<file path="src/rtl/sprite_draw_arbiter_if.sv">
// Bus bundle between the sprite draw arbiter, its requesters, the sprite memory
// and the VGA pixel-plot outputs. The arbiter side uses the slave modport.
interface sprite_draw_arbiter_if #(
  parameter int NREQ     = 4,
  parameter int OBJW     = 1,
  parameter int SPR_LOG2 = 3
);
  logic [NREQ-1:0]        req;
  logic [NREQ*8-1:0]      req_x;
  logic [NREQ*7-1:0]      req_y;
  logic [NREQ*OBJW-1:0]   req_obj;
  logic [NREQ-1:0]        grant;
  logic                   busy;
  logic                   done;
  logic [2*SPR_LOG2-1:0]  mem_addr;
  logic [OBJW-1:0]        mem_sel;
  logic [2:0]             mem_q;
  logic [7:0]             VGA_X;
  logic [6:0]             VGA_Y;
  logic [2:0]             VGA_COLOR;
  logic                   plot;

  modport slave (
    input  req, req_x, req_y, req_obj, mem_q,
    output grant, busy, done, mem_addr, mem_sel, VGA_X, VGA_Y, VGA_COLOR, plot
  );

  modport master (
    output req, req_x, req_y, req_obj, mem_q,
    input  grant, busy, done, mem_addr, mem_sel, VGA_X, VGA_Y, VGA_COLOR, plot
  );
endinterface

</file>
<file path="src/rtl/sprite_draw_arbiter.sv">
// Round-robin arbiter that lets NREQ requesters share one sprite-memory read
// port and one VGA pixel-plot port. A granted request scans the whole sprite
// (2^SPR_LOG2 x 2^SPR_LOG2) and plots each pixel at origin + {YC,XC}, aligned
// to the one-cycle memory latency, then pulses done.
// Optional feature macro: SPRITE_ARB_TRANSPARENT_EN (suppress plot where the
// sprite colour equals TRANS_COL).
module sprite_draw_arbiter #(
  parameter int         NREQ      = 4,
  parameter int         OBJW      = 1,
  parameter int         SPR_LOG2  = 3,
  parameter logic [2:0] TRANS_COL = 3'd0
) (
  input logic Clock,
  input logic Resetn,
  sprite_draw_arbiter_if.slave bus
);

  localparam int AW = 2 * SPR_LOG2;
  localparam int PW = (NREQ > 1) ? $clog2(NREQ) : 1;

`ifdef SPRITE_ARB_TRANSPARENT_EN
  localparam logic TRANS_EN = 1'b1;
`else
  localparam logic TRANS_EN = 1'b0;
`endif

  typedef enum logic [1:0] {IDLE, DRAW, FLUSH} state_t;

  state_t            state_q, state_d;
  logic [PW-1:0]     ptr_q, ptr_d;
  logic [AW-1:0]     cnt_q, cnt_d;
  logic [7:0]        x_q, x_d;
  logic [6:0]        y_q, y_d;
  logic [OBJW-1:0]   obj_q, obj_d;
  logic [NREQ-1:0]   grant_q, grant_d;
  logic              busy_q, busy_d;
  logic              done_q, done_d;
  logic [AW-1:0]     mem_addr_q, mem_addr_d;
  logic              addr_v_q, addr_v_d;
  logic              plot_q, plot_d;
  logic [7:0]        vga_x_q, vga_x_d;
  logic [6:0]        vga_y_q, vga_y_d;

  logic              found;
  logic [PW-1:0]     win;
  logic [PW-1:0]     idx;
  logic [7:0]        sel_x;
  logic [6:0]        sel_y;
  logic [OBJW-1:0]   sel_obj;
  logic              arb_open;

  // Pick the first asserted request at or after the rotating pointer and mux its operands.
  always_comb begin
    found   = 1'b0;
    win     = '0;
    idx     = '0;
    sel_x   = '0;
    sel_y   = '0;
    sel_obj = '0;
    for (int k = 0; k < NREQ; k++) begin
      idx = PW'((int'(ptr_q) + k) % NREQ);
      if (!found && bus.req[idx]) begin
        found = 1'b1;
        win   = idx;
      end
    end
    for (int i = 0; i < NREQ; i++) begin
      if (win == PW'(i)) begin
        sel_x   = bus.req_x[i*8 +: 8];
        sel_y   = bus.req_y[i*7 +: 7];
        sel_obj = bus.req_obj[i*OBJW +: OBJW];
      end
    end
  end

  // Next-state logic: the address stage scans the sprite, the pixel stage follows one cycle later.
  always_comb begin
    state_d    = state_q;
    ptr_d      = ptr_q;
    cnt_d      = cnt_q;
    x_d        = x_q;
    y_d        = y_q;
    obj_d      = obj_q;
    grant_d    = '0;
    busy_d     = busy_q;
    done_d     = 1'b0;
    mem_addr_d = mem_addr_q;
    addr_v_d   = 1'b0;
    plot_d     = addr_v_q;
    vga_x_d    = x_q + 8'(mem_addr_q[SPR_LOG2-1:0]);
    vga_y_d    = y_q + 7'(mem_addr_q[AW-1:SPR_LOG2]);
    arb_open   = 1'b0;

    unique case (state_q)
      IDLE: begin
        busy_d   = 1'b0;
        arb_open = 1'b1;
      end
      DRAW: begin
        mem_addr_d = cnt_q;
        addr_v_d   = 1'b1;
        busy_d     = 1'b1;
        cnt_d      = cnt_q + 1'b1;
        if (cnt_q == '1) begin
          state_d = FLUSH;
        end
      end
      FLUSH: begin
        if (addr_v_q) begin
          busy_d = 1'b1;
        end else begin
          done_d   = 1'b1;
          busy_d   = 1'b0;
          state_d  = IDLE;
          arb_open = 1'b1;
        end
      end
      default: begin
        state_d = IDLE;
      end
    endcase

    if (arb_open && found) begin
      grant_d = NREQ'(1) << win;
      x_d     = sel_x;
      y_d     = sel_y;
      obj_d   = sel_obj;
      cnt_d   = '0;
      state_d = DRAW;
      ptr_d   = PW'((int'(win) + 1) % NREQ);
    end
  end

  // State and output registers with synchronous active-low reset.
  always_ff @(posedge Clock) begin
    if (!Resetn) begin
      state_q    <= IDLE;
      ptr_q      <= '0;
      cnt_q      <= '0;
      x_q        <= '0;
      y_q        <= '0;
      obj_q      <= '0;
      grant_q    <= '0;
      busy_q     <= 1'b0;
      done_q     <= 1'b0;
      mem_addr_q <= '0;
      addr_v_q   <= 1'b0;
      plot_q     <= 1'b0;
      vga_x_q    <= '0;
      vga_y_q    <= '0;
    end else begin
      state_q    <= state_d;
      ptr_q      <= ptr_d;
      cnt_q      <= cnt_d;
      x_q        <= x_d;
      y_q        <= y_d;
      obj_q      <= obj_d;
      grant_q    <= grant_d;
      busy_q     <= busy_d;
      done_q     <= done_d;
      mem_addr_q <= mem_addr_d;
      addr_v_q   <= addr_v_d;
      plot_q     <= plot_d;
      vga_x_q    <= vga_x_d;
      vga_y_q    <= vga_y_d;
    end
  end

  assign bus.grant     = grant_q;
  assign bus.busy      = busy_q;
  assign bus.done      = done_q;
  assign bus.mem_addr  = mem_addr_q;
  assign bus.mem_sel   = obj_q;
  assign bus.VGA_X     = vga_x_q;
  assign bus.VGA_Y     = vga_y_q;
  assign bus.VGA_COLOR = bus.mem_q;
  assign bus.plot      = plot_q & ~(TRANS_EN & (bus.mem_q == TRANS_COL));

endmodule

</file>
<file path="src/flat_wrapper.sv">
// flat-port wrapper written by rule: the top's interface ports become plain ports
module sprite_draw_arbiter_flat 
#(
  parameter int         NREQ      = 4,
  parameter int         OBJW      = 1,
  parameter int         SPR_LOG2  = 3,
  parameter logic [2:0] TRANS_COL = 3'd0
)
  (Clock, Resetn, bus_req, bus_req_x, bus_req_y, bus_req_obj, bus_mem_q, bus_grant, bus_busy, bus_done, bus_mem_addr, bus_mem_sel, bus_VGA_X, bus_VGA_Y, bus_VGA_COLOR, bus_plot);
  sprite_draw_arbiter_if #(.NREQ(NREQ), .OBJW(OBJW), .SPR_LOG2(SPR_LOG2)) bus_i ();
  input logic Clock;
  input logic Resetn;
  input wire logic [$bits(bus_i.req)-1:0] bus_req;
  input wire logic [$bits(bus_i.req_x)-1:0] bus_req_x;
  input wire logic [$bits(bus_i.req_y)-1:0] bus_req_y;
  input wire logic [$bits(bus_i.req_obj)-1:0] bus_req_obj;
  input wire logic [$bits(bus_i.mem_q)-1:0] bus_mem_q;
  output wire logic [$bits(bus_i.grant)-1:0] bus_grant;
  output wire logic [$bits(bus_i.busy)-1:0] bus_busy;
  output wire logic [$bits(bus_i.done)-1:0] bus_done;
  output wire logic [$bits(bus_i.mem_addr)-1:0] bus_mem_addr;
  output wire logic [$bits(bus_i.mem_sel)-1:0] bus_mem_sel;
  output wire logic [$bits(bus_i.VGA_X)-1:0] bus_VGA_X;
  output wire logic [$bits(bus_i.VGA_Y)-1:0] bus_VGA_Y;
  output wire logic [$bits(bus_i.VGA_COLOR)-1:0] bus_VGA_COLOR;
  output wire logic [$bits(bus_i.plot)-1:0] bus_plot;
  assign bus_i.req = bus_req;
  assign bus_i.req_x = bus_req_x;
  assign bus_i.req_y = bus_req_y;
  assign bus_i.req_obj = bus_req_obj;
  assign bus_i.mem_q = bus_mem_q;
  assign bus_grant = bus_i.grant;
  assign bus_busy = bus_i.busy;
  assign bus_done = bus_i.done;
  assign bus_mem_addr = bus_i.mem_addr;
  assign bus_mem_sel = bus_i.mem_sel;
  assign bus_VGA_X = bus_i.VGA_X;
  assign bus_VGA_Y = bus_i.VGA_Y;
  assign bus_VGA_COLOR = bus_i.VGA_COLOR;
  assign bus_plot = bus_i.plot;
  sprite_draw_arbiter #(.NREQ(NREQ), .OBJW(OBJW), .SPR_LOG2(SPR_LOG2), .TRANS_COL(TRANS_COL)) u_core (.Clock(Clock), .Resetn(Resetn), .bus(bus_i));
endmodule
</file>
<file path="config.mk">
export PLATFORM = sky130hd
export DESIGN_NAME = sprite_draw_arbiter_flat
export DESIGN_NICKNAME = d
export VERILOG_FILES = /design/src/rtl/sprite_draw_arbiter_if.sv /design/src/rtl/sprite_draw_arbiter.sv /design/src/flat_wrapper.sv
export SDC_FILE = /design/constraint.sdc
export NUM_CORES = 1
export LEC_CHECK = 0
export ABC_CLOCK_PERIOD_IN_PS = 7610
export CELL_PAD_IN_SITES_DETAIL_PLACEMENT = 0
export CELL_PAD_IN_SITES_GLOBAL_PLACEMENT = 1
export CORE_UTILIZATION = 35
export CTS_BUF_LIST = sky130_fd_sc_hd__clkbuf_8
export DETAILED_ROUTE_END_ITERATION = 7
export PLACE_DENSITY = 0.85
export SETUP_SLACK_MARGIN = 0.1
export SYNTH_ARGS = -nofsm -noshare
export SYNTH_HDL_FRONTEND = slang
export SYNTH_SLANG_ARGS = --single-unit
</file>
<file path="constraint.sdc">
create_clock -name Clock -period 7.61 [get_ports Clock]
set_clock_uncertainty 0.2 [all_clocks]
set_input_delay 1.522 -clock Clock [delete_from_list [all_inputs] [get_ports Clock]]
set_output_delay 1.522 -clock Clock [all_outputs]
set_load 0.05 [all_outputs]
</file>
# Word level (Yosys, flattened, before mapping)
# Index checks and enable logic that the tools add are counted.
# W data, S select, Z words.
word_totals:
  ff_bits: 55
  latchBits: 0
  ramBits: 0
  rom_bits: 0
  inputBits: 73
  output_inout_bits: 32
  word_cells: 92
  n_memories: 0
classes:
  add_sub_neg: 7
  n_mul: 0
  n_div: 0
  magnitude_cmp: 4
  n_eq_ne: 11
  shift: 1
  muxes: 37
  n_bitwise: 2
  n_reduce_logical: 15
ops:
  columns: ["op", "count"]
  rows:
  - ["$mux W8", 4]
  - ["$mux W7", 4]
  - ["$mux W1", 16]
  - ["$lt A2 B3 Y1 const B", 4]
  - ["$mux W2", 6]
  - ["$add A8 B3 Y8", 1]
  - ["$bmux W1 S2", 4]
  - ["$add A7 B3 Y7", 1]
  - ["$add A6 B1 Y6 const B", 1]
  - ["$eq A2 B2 Y1 const B", 3]
  - ["$eq A6 B6 Y1 const B", 1]
  - ["$pmux W2 S3", 1]
  - ["$reduce_and A3 Y1", 2]
  - ["$add A2 B1 Y2 const B", 2]
  - ["$add A2 B2 Y2 const B", 2]
  - ["$eq A2 B1 Y1 const B", 2]
  - ["$logic_and A1 B1 Y1", 4]
  - ["$logic_not A2 Y1", 2]
  - ["$ne A2 B1 Y1 const B", 2]
  - ["$reduce_and A2 Y1", 2]
  - ["$shl A1 B2 Y4 const A", 1]
  - ["$logic_not A1 Y1", 3]
  - ["$ne A3 B1 Y1 const B", 1]
  - ["$ne A3 B3 Y1 const B", 1]
  - ["other kinds (6)", 7]

# Logic depth before layout (Yosys ltp)
# Gate-level depths: netlist (run 1).
logic_depth:
  depth_word: 17
  depth_mapped: 11
  depth_no_buf: 9

# Least setup slack after synthesis (run 1)
# Ideal clock, no wire load.
synth_path:
  path_type: "input to register"
  startpoint: "in bus_req[0]"
  endpoint: "reg u_core.obj_q, in the netlist u_core.bus.mem_sel"
  setup_ps: 117
  arrival_time_ps: 3637
  required_ps: 7293
  setup_slack_ps: 3657
  path_stages: 11
  n_path_buf: 2
  cell_sequence: "or2b_1 a21oi_1 a211oi_1 inv_1 ha_1 or2_2 clkbuf_1 clkbuf_1 a221oi_1 nor2_1 a22o_1"
synth_via:
  elab_chain_cells: 17
  word_cells_on_any_way: 31
  classes_between: "eq/ne (3); mux (20); reduce/logical (8)"
synth_rtl:
  columns: ["item", "line_no", "rtl"]
  rows:
  - ["from (decl)", "flat_wrapper.sv:13", "input wire logic [$bits(bus_i.req)-1:0] bus_req;"]
  - ["$bmux W1 S2", "sprite_draw_arbiter.sv:62", "if (!found && bus.req[idx]) begin"]
  - ["$mux W1 (implied by the code)", "sprite_draw_arbiter.sv:62", null]
  - ["$mux W1", "sprite_draw_arbiter.sv:62", null]
  - ["$logic_not A1 Y1", "sprite_draw_arbiter.sv:62", null]
  - ["$logic_and A1 B1 Y1", "sprite_draw_arbiter.sv:62", null]
  - ["$mux W1", "sprite_draw_arbiter.sv:62", null]
  - ["$logic_not A1 Y1", "sprite_draw_arbiter.sv:62", null]
  - ["$logic_and A1 B1 Y1", "sprite_draw_arbiter.sv:62", null]
  - ["$mux W1", "sprite_draw_arbiter.sv:62", null]
  - ["$logic_not A1 Y1", "sprite_draw_arbiter.sv:62", null]
  - ["$logic_and A1 B1 Y1", "sprite_draw_arbiter.sv:62", null]
  - ["$mux W2 *", "sprite_draw_arbiter.sv:62", null]
  - ["net u_core.win[0]", "sprite_draw_arbiter.sv:45", "logic [PW-1:0] win;"]
  - ["$logic_not A2 Y1", "sprite_draw_arbiter.sv:68", "if (win == PW'(i)) begin"]
  - ["$mux W1 (3 in series)", "sprite_draw_arbiter.sv:68", null]
  - ["$mux W1 *", "sprite_draw_arbiter.sv:68", null]
  - ["to (signal assigned)", "sprite_draw_arbiter.sv:157", "obj_q <= obj_d;"]
  - ["to (decl)", "sprite_draw_arbiter.sv:34", "logic [OBJW-1:0] obj_q, obj_d;"]
# The timed path passes the listed nets; every way through them passes the cells marked *. The select of a mux whose other input is x is not followed.
# A chain may end at the register's enable or synchronous reset.

# Worst setup path in the final report (run 1)
layout_path:
  startpoint: "in bus_req[1]"
  endpoint: "reg u_core.x_q[4]"
layout_via:
  elab_chain_cells: 17
  word_cells_on_any_way: 31
  classes_between: "eq/ne (3); mux (20); reduce/logical (8)"
layout_rtl:
  columns: ["item", "line_no", "rtl"]
  rows:
  - ["$bmux W1 S2", "sprite_draw_arbiter.sv:62", null]
  - ["$mux W1 (implied by the code)", "sprite_draw_arbiter.sv:62", null]
  - ["$mux W1", "sprite_draw_arbiter.sv:62", null]
  - ["$logic_not A1 Y1", "sprite_draw_arbiter.sv:62", null]
  - ["$logic_and A1 B1 Y1", "sprite_draw_arbiter.sv:62", null]
  - ["$mux W1", "sprite_draw_arbiter.sv:62", null]
  - ["$logic_not A1 Y1", "sprite_draw_arbiter.sv:62", null]
  - ["$logic_and A1 B1 Y1", "sprite_draw_arbiter.sv:62", null]
  - ["$mux W1", "sprite_draw_arbiter.sv:62", null]
  - ["$logic_not A1 Y1", "sprite_draw_arbiter.sv:62", null]
  - ["$logic_and A1 B1 Y1", "sprite_draw_arbiter.sv:62", null]
  - ["$mux W2 *", "sprite_draw_arbiter.sv:62", null]
  - ["net u_core.win[0]", "sprite_draw_arbiter.sv:45", null]
  - ["$logic_not A2 Y1", "sprite_draw_arbiter.sv:68", null]
  - ["$mux W8 (3 in series)", "sprite_draw_arbiter.sv:68", null]
  - ["$mux W8 *", "sprite_draw_arbiter.sv:68", null]
  - ["to (signal assigned)", "sprite_draw_arbiter.sv:140", "x_q <= '0;"]
  - ["to (signal assigned)", "sprite_draw_arbiter.sv:155", "x_q <= x_d;"]
  - ["to (decl)", "sprite_draw_arbiter.sv:32", "logic [7:0] x_q, x_d;"]
# Marks and branches as above.

==> results of run 1 <==
==> per-layer routing <==
metal / wire [um] / global-route usage / share of wire
met4: 58 / 0.04473 / 0.0088
met2: 3212 / 0.2930 / 0.49
met1: 3056 / 0.2271 / 0.46
met3: 277 / 0.03693 / 0.042
met5: 0 / 0 / 0
==> metrics by stage <==
stage | hold slack [ns] | instances | utilization | instance area (um^2) | power (uW)
after floorplan | 0.2534 | 285 | - | 2645 | 832.8
after global placement | 0.2763 | 464 | 0.5005 | 3650 | 982.0
after detailed placement | 0.2747 | 464 | 0.5005 | 3650 | 990.5
after CTS | 0.3005 | 472 | 0.5141 | 3749 | 1161
after global routing | 0.3235 | 472 | 0.5141 | 3749 | 1234
final | 0.2958 | 472 | 0.5141 | 3749 | 1152
==> layout by cell type (no fill, tap or decap), types with 2 or more instances in the layout <==
cell type and instances:
o32ai_1 2, o22ai_1 16, a21o_1 4, fa_1 2, a21oi_1 8, ha_1 15
mux2i_1 7, a22o_1 15, nor3b_1 2, a221oi_1 15, inv_1 16, o2111ai_1 3
and2_1 4, dfxtp_1 55, nor3_1 7, xnor2_1 4, nor2b_1 7, a32o_1 2
nand4_1 2, clkdlybuf4s50_1 98, nand2_1 7, a211oi_1 4, or2_2 2, nand3_1 2
nor2_1 41, nand2b_1 2, xor2_1 9, clkbuf_8 6, o21ai_0 8
==> critical path, delay by kind of cell <==
family,cells,cell delay [ns]
adder cells (fa/ha/maj),1,0.66
AND/OR/NAND/NOR,3,0.58
buffers and inverters,1,0.54
AO/OA/AOI/OAI,4,1.16
==> cells by family (layout without fill, tap and decap cells) <==
family,after synthesis,count (layout),synth area share
AND/OR/NAND/NOR,80,80,0.1438
AO/OA/AOI/OAI,79,79,0.2238
flip-flops,55,55,0.4163
buffers and inverters,34,122,0.06055
adder cells (fa/ha/maj),17,17,0.08609
XOR/XNOR,13,13,0.04305
multiplexers,7,7,0.02649
==> flip-flops by register name, summed over array words and instances (netlist names), 2 cells and up <==
signal / cells
u_core.x_q: 8
u_core.ptr_q: 2
u_core.bus.VGA_X: 8
u_core.bus.VGA_Y: 7
u_core.state_q: 2
u_core.bus.mem_addr: 6
u_core.cnt_q: 6
u_core.bus.grant: 4
u_core.y_q: 7
==> layout make-up <==
cell class | instances | share of cell area
repair buffers | 98 | 0.2617
flip-flops and latches | 55 | 0.2937
well taps | 99 | 0.03304
multi-input cells | 196 | 0.3692
inverters | 16 | 0.01602
clock inverters | 2 | 0.004339
clock buffers | 6 | 0.02203
==> worst max path at each step <==
| stage | start | to | slack (ns) | depth (start not counted) |
|---|---|---|---|---|
| after floorplan | bus_req[0] | u_core.bus.mem_sel | 3.66 | 11 |
| after global placement | bus_req[1] | u_core.x_q[4] | 2.89 | 9 |
| after detailed placement | bus_req[1] | u_core.x_q[4] | 2.85 | 9 |
| after CTS | bus_req[1] | u_core.x_q[4] | 3.18 | 9 |
| after global routing | bus_req[1] | u_core.x_q[3] | 2.85 | 9 |
| final | bus_req[1] | u_core.x_q[4] | 3.15 | 9 |
==> report_power, final <==
| group | switching [uW] | total, uW | internal [uW] |
|---|---|---|---|
| logic | 324 | 558 | 234 |
| registers | 59.0 | 424 | 365 |
| clock network | 95.2 | 170 | 74.4 |
| total | 478 | 1150 | 674 |
==> run_results.csv, run 1 <==
group,metric,value,unit
status,outcome,"finished clean",
grt,grt-ovfl-total,0,
detailed_routing,drt-pass1-iter-count,4,
synthesis,synth_cell_types,39,
critical_path,rr_startpoint,"u_core.ptr_q[0]",
synthesis,yosysWarnings,0,
synthesis,synth_common_cells,"dfxtp_1, nor2_1, inv_1, o22ai_1",
worst_hold_path,whs_path_depth,1,
synthesis,syn-cell-area,0.002645,mm^2
worst_hold_path,hp-start,"u_core.x_q[2]",
detailed_routing,wl,6605,um
timing,finalHoldViolCount,0,
placement,hpwl,5234,um
critical_path,timing.rr.end,"u_core.x_q[4]",
synthesis,postSynth.asyncResetShare,0,
synthesis,ys_ff_latch,55,
synthesis,ys_seq_area_frac,0.4163,
timing,fmax,224.2,MHz
final_layout,multiInputGateArea,0.001384,mm^2
cts,postCtsSetupBuffers,0,
placement,pre_cts_ws,2.847,ns
critical_path,worst_setup_path_start_kind,"input pin",
die,die_area,0.007909,mm^2
timing,setup_violations,0,
timing,relSlewSlack,0.3099,
cts,htree_levels,2,
final_layout,seqCellArea,0.001101,mm^2
cts,cts-root-buf,"clkbuf_8",
critical_path,critPathMaxStageDelay,0.66,ns
worst_hold_path,hp-class,"reg -> reg",
cts,clock_sinks,55,
final_layout,fillerInstances,732,
power_and_ir_drop,irDropWorstVdd,139.4,uV
synthesis,yosysTopAreaCellShare,0.4163,
detailed_routing,viasPerCell,4.966,
job,cap_violations,0,
critical_path,crit_fanout,18,
timing,min_period,4.461,ns
critical_path,required,7.62,ns
die,floorplan.initialDensity,0.3627,
timing,setup_ws,3.149,ns
die,die_w,88.93,um
placement,gp_congestion,0.7924,
die,io-pin-count,105,
synthesis,synth-main-ff-cell,"dfxtp_1",
synthesis,synth_largest_area_cell,"dfxtp_1",
critical_path,r2r_cells,8,
grt,grt_pass1_wl,10540,um
synthesis,syn_nets,375,
detailed_routing,dr.first_iter.drc_count,56,
synthesis,syn_inst,285,
detailed_routing,drc_errors,0,
grt,grt_max_degree,23,
worst_hold_path,min_to,"u_core.x_q[2]",
synthesis,post-synth-top-count-cell,"dfxtp_1",
critical_path,crit_arrival,4.47,ns
cts,cts_made_buffers,5,
detailed_routing,routed-via-count,2344,
power_and_ir_drop,leakagePower,0.001439,uW
grt,antenna_found_initial,0,
grt,grt_pass1_vias,2215,
critical_path,critPathSlowestCell,"ha_1",
timing,setup_tns,0,ns
synthesis,syn_avg_cell_area,9.281,um^2
cts,ctsHoldBuffers,0,
die,die_h,88.93,um
grt,track_usage,0.1738,
critical_path,critPathKind,"in -> reg",
cts,clk_path_buf_depth,2,
cts,clock_latency,0.31,ns
cts,cts_tree,"built",
placement,port_buffers,98,
timing,min_period_over_period,0.5862,
final_layout,syn_to_final_growth,41.72,%
timing,grt_setup_unrepaired,"false",
critical_path,reg2reg_setup_slack,4.49,ns
synthesis,synth-edff-count,0,
detailed_routing,ant_nets,0,
final_layout,nNetsFinal,462,
detailed_routing,routedWlPerCell,13.99,um
cts,cts.repair.resized,0,
final_layout,antennaDiodeCount,0,
die,row_count,31,
synthesis,synth_area_leaders,"dfxtp_1, ha_1, nor2_1",
timing,tightest_slew,1.033,ns
power_and_ir_drop,power_density,307.4,mW/mm^2
timing,final-max-slew-violation-count,0,
die,coreArea,0.007292,mm^2
cts,clkTransAtPathRegs,0.09,ns
final_layout,layout-drive-gt1-share,0.03753,
critical_path,end_kind,"flip-flop",
critical_path,path_cells,"clkdlybuf4s50_1, nand2b_1, a21oi_1, a211oi_1, ha_1, nor2b_1, a221oi_1, nor2_1, a22o_1",
No activity file was read; power rests on OpenSTA's default activity.
==> run 2: changes to the inputs <==
Settings changed: ABC_CLOCK_PERIOD_IN_PS 7610 to 4100, CORE_UTILIZATION 35 to 29, PLACE_DENSITY 0.85 to 0.75.
Clock period 7.61 ns to 4.1 ns, I/O delays scaled along.
==> run 2 against run 1 <==
Flip-flop and latch count did not move. Combinational power rose by 90%. Total power rose by 88%. Routed wire length rose by 5.2%. Sequential power rose by 85%. Setup slack got worse by 2.6 ns. Global-route usage fell by 2.4 points.
==> run_results.csv, run 2 (synthesized netlist as in run 1, its figures left out) <==
group,metric,value,unit
final_layout,layout_commonest_cell,"clkdlybuf4s50_1",
detailed_routing,wl,6950,um
critical_path,crit_arrival,3.63,ns
detailed_routing,ant_nets,0,
placement,port_buffers,98,
timing,min_period,3.562,ns
die,io-pin-count,105,
cts,htree_levels,2,
die,die_area,0.009506,mm^2
cts,postCtsSetupBuffers,0,
critical_path,worst_setup_path_start_kind,"input pin",
critical_path,crit_family,"simple AND/OR/NAND/NOR gates",
detailed_routing,drt-pass1-iter-count,4,
critical_path,rr_startpoint,"u_core.ptr_q[1]",
grt,grt_pass1_vias,2313,
worst_hold_path,hp-class,"reg -> reg",
timing,relSlewSlack,0.3069,
grt,grt_pass1_wl,11300,um
cts,clock_latency,0.32,ns
final_layout,final_cell_mix,"clkdlybuf4s50_1, dfxtp_1, nor2_1",
timing,setup_violations,0,
cts,cts-root-buf,"clkbuf_8",
final_layout,antennaDiodeCount,0,
final_layout,final_area,0.003772,mm^2
detailed_routing,viasPerCell,4.874,
grt,grt_max_degree,23,
timing,tightest_slew,1.038,ns
timing,min_period_over_period,0.8688,
die,die_w,97.50,um
worst_hold_path,hp-start,"u_core.bus.mem_sel",
power_and_ir_drop,power,2166,uW
grt,antenna_found_initial,0,
detailed_routing,dr.first_iter.drc_count,91,
power_and_ir_drop,leakagePower,0.001448,uW
critical_path,crit_fanout,15,
critical_path,critPathKind,"in -> reg",
critical_path,critPathBufInv,1,
cts,clk_path_buf_depth,2,
status,outcome,"finished clean",
timing,fmax,280.7,MHz
detailed_routing,drc_errors,0,
grt,grt-ovfl-total,0,
critical_path,end_kind,"flip-flop",
placement,placed_area,0.003676,mm^2
timing,setup_tns,0,ns
die,die_h,97.50,um
detailed_routing,routed-via-count,2354,
job,cap_violations,0,
die,floorplan.initialDensity,0.3018,
timing,finalHoldViolCount,0,
timing,grt_setup_unrepaired,"false",
cts,clkTransAtPathRegs,0.11,ns
critical_path,required,4.17,ns
placement,hpwl,5345,um
die,row_count,34,
placement,gp_congestion,0.7860,
die,coreArea,0.008763,mm^2
cts,clock_sinks,55,
power_and_ir_drop,power_density,574.3,mW/mm^2
grt,track_usage,0.1494,
cts,cts.repair.resized,0,
critical_path,worstSetupStartpoint,"bus_req[0]",
cts,ctsHoldBuffers,0,
critical_path,path_cells,"clkdlybuf4s50_1, a21o_1, a21oi_1, o21ai_0, ha_1, nor2b_1, a221oi_1, nor2_1, a22o_1",
critical_path,critPathMaxStageDelay,0.82,ns
final_layout,syn_to_final_growth,42.62,%
final_layout,layout-drive-gt1-share,0.04267,
cts,cts_made_buffers,5,
final_layout,nNetsFinal,464,
detailed_routing,routedWlPerCell,14.39,um
cts,cts_tree,"built",
timing,final-max-slew-violation-count,0,
power_and_ir_drop,irDropWorstVdd,266.6,uV
critical_path,critPathSlowestCell,"nor2b_1",
-- run 2: layer usage --
metal  global-route usage  routed length, um  share of wire
met2               0.2539               3321           0.48
met5                    0                  0              0
met4              0.04072                 78          0.011
met3              0.03957                399          0.057
met1               0.1859               3151           0.45
-- run 2: worst paths after layout --
kind,end,slack [ns],cells after the start
max,u_core.y_q[0],0.54,9
min,u_core.bus.mem_sel,0.30,1
max reg2reg,u_core.y_q[0],1.14,8
min reg2reg,u_core.bus.mem_sel,0.30,1
-- run 2: report_power, final --
group,internal (uW),switching [uW]
clock,127,199
sequential,678,107
combinational,442,614
-- run 2: worst reg2reg max path, cell delays in order, from the launching register on --
cell and delay, ns:
dfxtp_1 0.42, a21o_1 0.14, a21oi_1 0.06, o21ai_0 0.45
ha_1 0.26, nor2b_1 0.82, a221oi_1 0.17, nor2_1 0.25
a22o_1 0.15
-- run 2: final cells by class --
cell class              instances  area (um^2)
repair buffers                100        996.0
well taps                     108        135.1
fillers                       875         4991
clock buffers                   5        68.82
multi-input cells             196         1384
flip-flops and latches         55         1101
clock inverters                 3        27.53
inverters                      16        60.06
-- run 2: per-stage QoR --
stage	instances	util	hold slack (ns)	setup WS, ns
6_report	483	0.4305	0.2978	0.5378
5_1_grt	483	0.4305	0.3211	0.1773
4_1_cts	483	0.4305	0.2996	0.5263
3_5_place_dp	475	0.4195	0.2721	0.1778
3_3_place_gp	475	0.4195	0.2693	0.2279
2_1_floorplan	285	-	0.2534	0.8487
==> run 3: changes to the inputs <==
Settings changed: CORE_ASPECT_RATIO set to 0.7.
==> run 3 against run 2 <==
Count of clock-buffer cells in the layout is the same. Routed wire length grew 1.2%. Critical path depth is 1 lower. First-iteration DRC count shrank 11%. Setup slack got worse by 0.060 ns. Register-to-register slack lost 0.05 ns. Critical endpoint is now u_core.y_q[1].
==> run_results.csv, run 3 (synthesized netlist as in run 1, its figures left out) <==
group,metric,value,unit
grt,grt_pass1_vias,2249,
critical_path,crit_arrival,3.64,ns
die,floorplan.initialDensity,0.3057,
critical_path,end_kind,"flip-flop",
grt,grtUsageMet3,0.04945,
critical_path,reg2reg_setup_slack,1.09,ns
placement,port_buffers,98,
cts,ctsHoldBuffers,0,
power_and_ir_drop,power_frac_comb,0.497,
timing,min_period,3.622,ns
die,die_h,81.91,um
cts,cts-root-buf,"clkbuf_8",
grt,grt_pass1_wl,11230,um
status,outcome,"finished clean",
timing,fmax,276.1,MHz
cts,clk_path_buf_depth,2,
worst_hold_path,hp-start,"u_core.bus.mem_sel",
power_and_ir_drop,pwr-share-seq,0.365,
critical_path,rr_startpoint,"u_core.ptr_q[1]",
critical_path,worst_setup_path_start_kind,"input pin",
detailed_routing,drt-pass1-iter-count,4,
grt,gr-usage-met2,0.2435,
power_and_ir_drop,p_clk_frac,0.137,
detailed_routing,viasPerCell,4.698,
grt,grt_max_degree,18,
final_layout,final-instance-count-excl-fill,497,
power_and_ir_drop,p_sw_frac,0.4197,
detailed_routing,routedWlPerCell,14.15,um
placement,place_inst,489,
die,die_area,0.009513,mm^2
timing,setup_violations,0,
cts,clock_sinks,55,
critical_path,critPathKind,"in -> reg",
worst_hold_path,whs_path_depth,1,
critical_path,required,4.12,ns
power_and_ir_drop,leakagePower,0.001456,uW
job,cap_violations,0,
timing,setup_tns,0,ns
detailed_routing,ant_nets,0,
detailed_routing,wl,7032,um
die,die_w,116.1,um
final_layout,nNetsFinal,466,
grt,track_usage,0.1556,
timing,tightest_slew,1.191,ns
cts,cts_tree,"built",
timing,final-max-slew-violation-count,0,
cts,clock_latency,0.31,ns
final_layout,layout-drive-gt1-share,0.04509,
power_and_ir_drop,power_switching,896.2,uW
timing,finalHoldViolCount,0,
cts,clkTransAtPathRegs,0.09,ns
grt,grt-ovfl-total,0,
cts,postCtsSetupBuffers,0,
worst_hold_path,hp-class,"reg -> reg",
critical_path,timing.rr.end,"u_core.y_q[1]",
detailed_routing,routed-via-count,2335,
critical_path,r2r_cells,7,
final_layout,syn_to_final_growth,43.33,%
die,io-pin-count,105,
timing,hold_ws,0.2995,ns
final_layout,antennaDiodeCount,0,
power_and_ir_drop,p_int,1239,uW
placement,gp_congestion,0.7984,
timing,grt_setup_unrepaired,"false",
grt,met1_usage,0.2071,
placement,hpwl,5409,um
final_layout,layout_commonest_cell,"clkdlybuf4s50_1",
cts,cts.repair.resized,0,
timing,relSlewSlack,0.2045,
timing,min_period_over_period,0.8833,
cts,htree_levels,2,
die,coreArea,0.008653,mm^2
grt,busiest_layer,"met2",
detailed_routing,dr.first_iter.drc_count,81,
detailed_routing,drc_errors,0,
grt,antenna_found_initial,0,
critical_path,crit_fanout,15,
worst_hold_path,min_to,"u_core.bus.mem_sel",
final_layout,final_cell_mix,"clkdlybuf4s50_1, dfxtp_1, nor2_1",
power_and_ir_drop,power_density,563.2,mW/mm^2
die,row_count,28,
power_and_ir_drop,irDropWorstVdd,212.1,uV
cts,cts_made_buffers,5,
-- run 3: changes by cell type in the layout (fill, tap and decap cells not counted), sizes merged --
cell / before / now
clkinv: 0 / 1
inv: 18 / 17
buf: 2 / 4
-- run 3: worst max-delay path: stages --
cell	delay, ns
clkdlybuf4s50_1	0.52
or2b_1	0.26
a21o_1	0.17
o21ai_0	0.20
ha_1	0.26
nor2b_1	0.93
a221oi_1	0.18
o32ai_1	0.29
-- run 3: cell type report --
type,instances,area [um^2]
fillers,875,4862
well taps,120,150.1
repair buffers,102,1011
clock buffers,5,68.82
flip-flops and latches,55,1101
clock inverters,3,16.27
multi-input cells,196,1384
inverters,16,60.06
-- run 3: worst max path at each step --
| stage | from | to | slack (ns) |
|---|---|---|---|
| floorplan | bus_req[0] | u_core.bus.mem_sel | 0.85 |
| global placement | bus_req[0] | u_core.y_q[2] | 0.26 |
| detailed placement | bus_req[0] | u_core.x_q[6] | 0.21 |
| CTS | bus_req[0] | u_core.x_q[6] | 0.52 |
| global route | bus_req[1] | u_core.y_q[1] | 0.13 |
| finish | bus_req[0] | u_core.y_q[1] | 0.48 |
-- run 3: metrics by stage --
stage | cell area, um^2 | setup WS, ns | total power (uW) | utilization
global placement | 3706 | 0.2583 | 1845 | 0.4283
global route | 3791 | 0.1337 | 2298 | 0.4381
floorplan | 2645 | 0.8487 | 1546 | -
finish | 3791 | 0.4783 | 2135 | 0.4381
detailed placement | 3706 | 0.2056 | 1860 | 0.4283
CTS | 3791 | 0.5154 | 2158 | 0.4381
-- run 3: routing by layer --
| metal | up-vias | wire, um |
|---|---|---|
| li1 | 1201 | - |
| met4 | 0 | 56 |
| met2 | 62 | 2964 |
| met3 | 7 | 485 |
| met1 | 1065 | 3525 |
| met5 | - | 0 |
-- run 3: power groups by stage --
| stage | sequential, uW | clock (uW) | combinational [uW] |
|---|---|---|---|
| 3_3_place_gp | 790 | 0 | 1050 |
| 5_1_grt | 798 | 327 | 1170 |
| 4_1_cts | 780 | 305 | 1070 |
| 6_report | 780 | 293 | 1060 |
| 2_1_floorplan | 955 | 0 | 591 |
| 3_5_place_dp | 791 | 0 | 1070 |
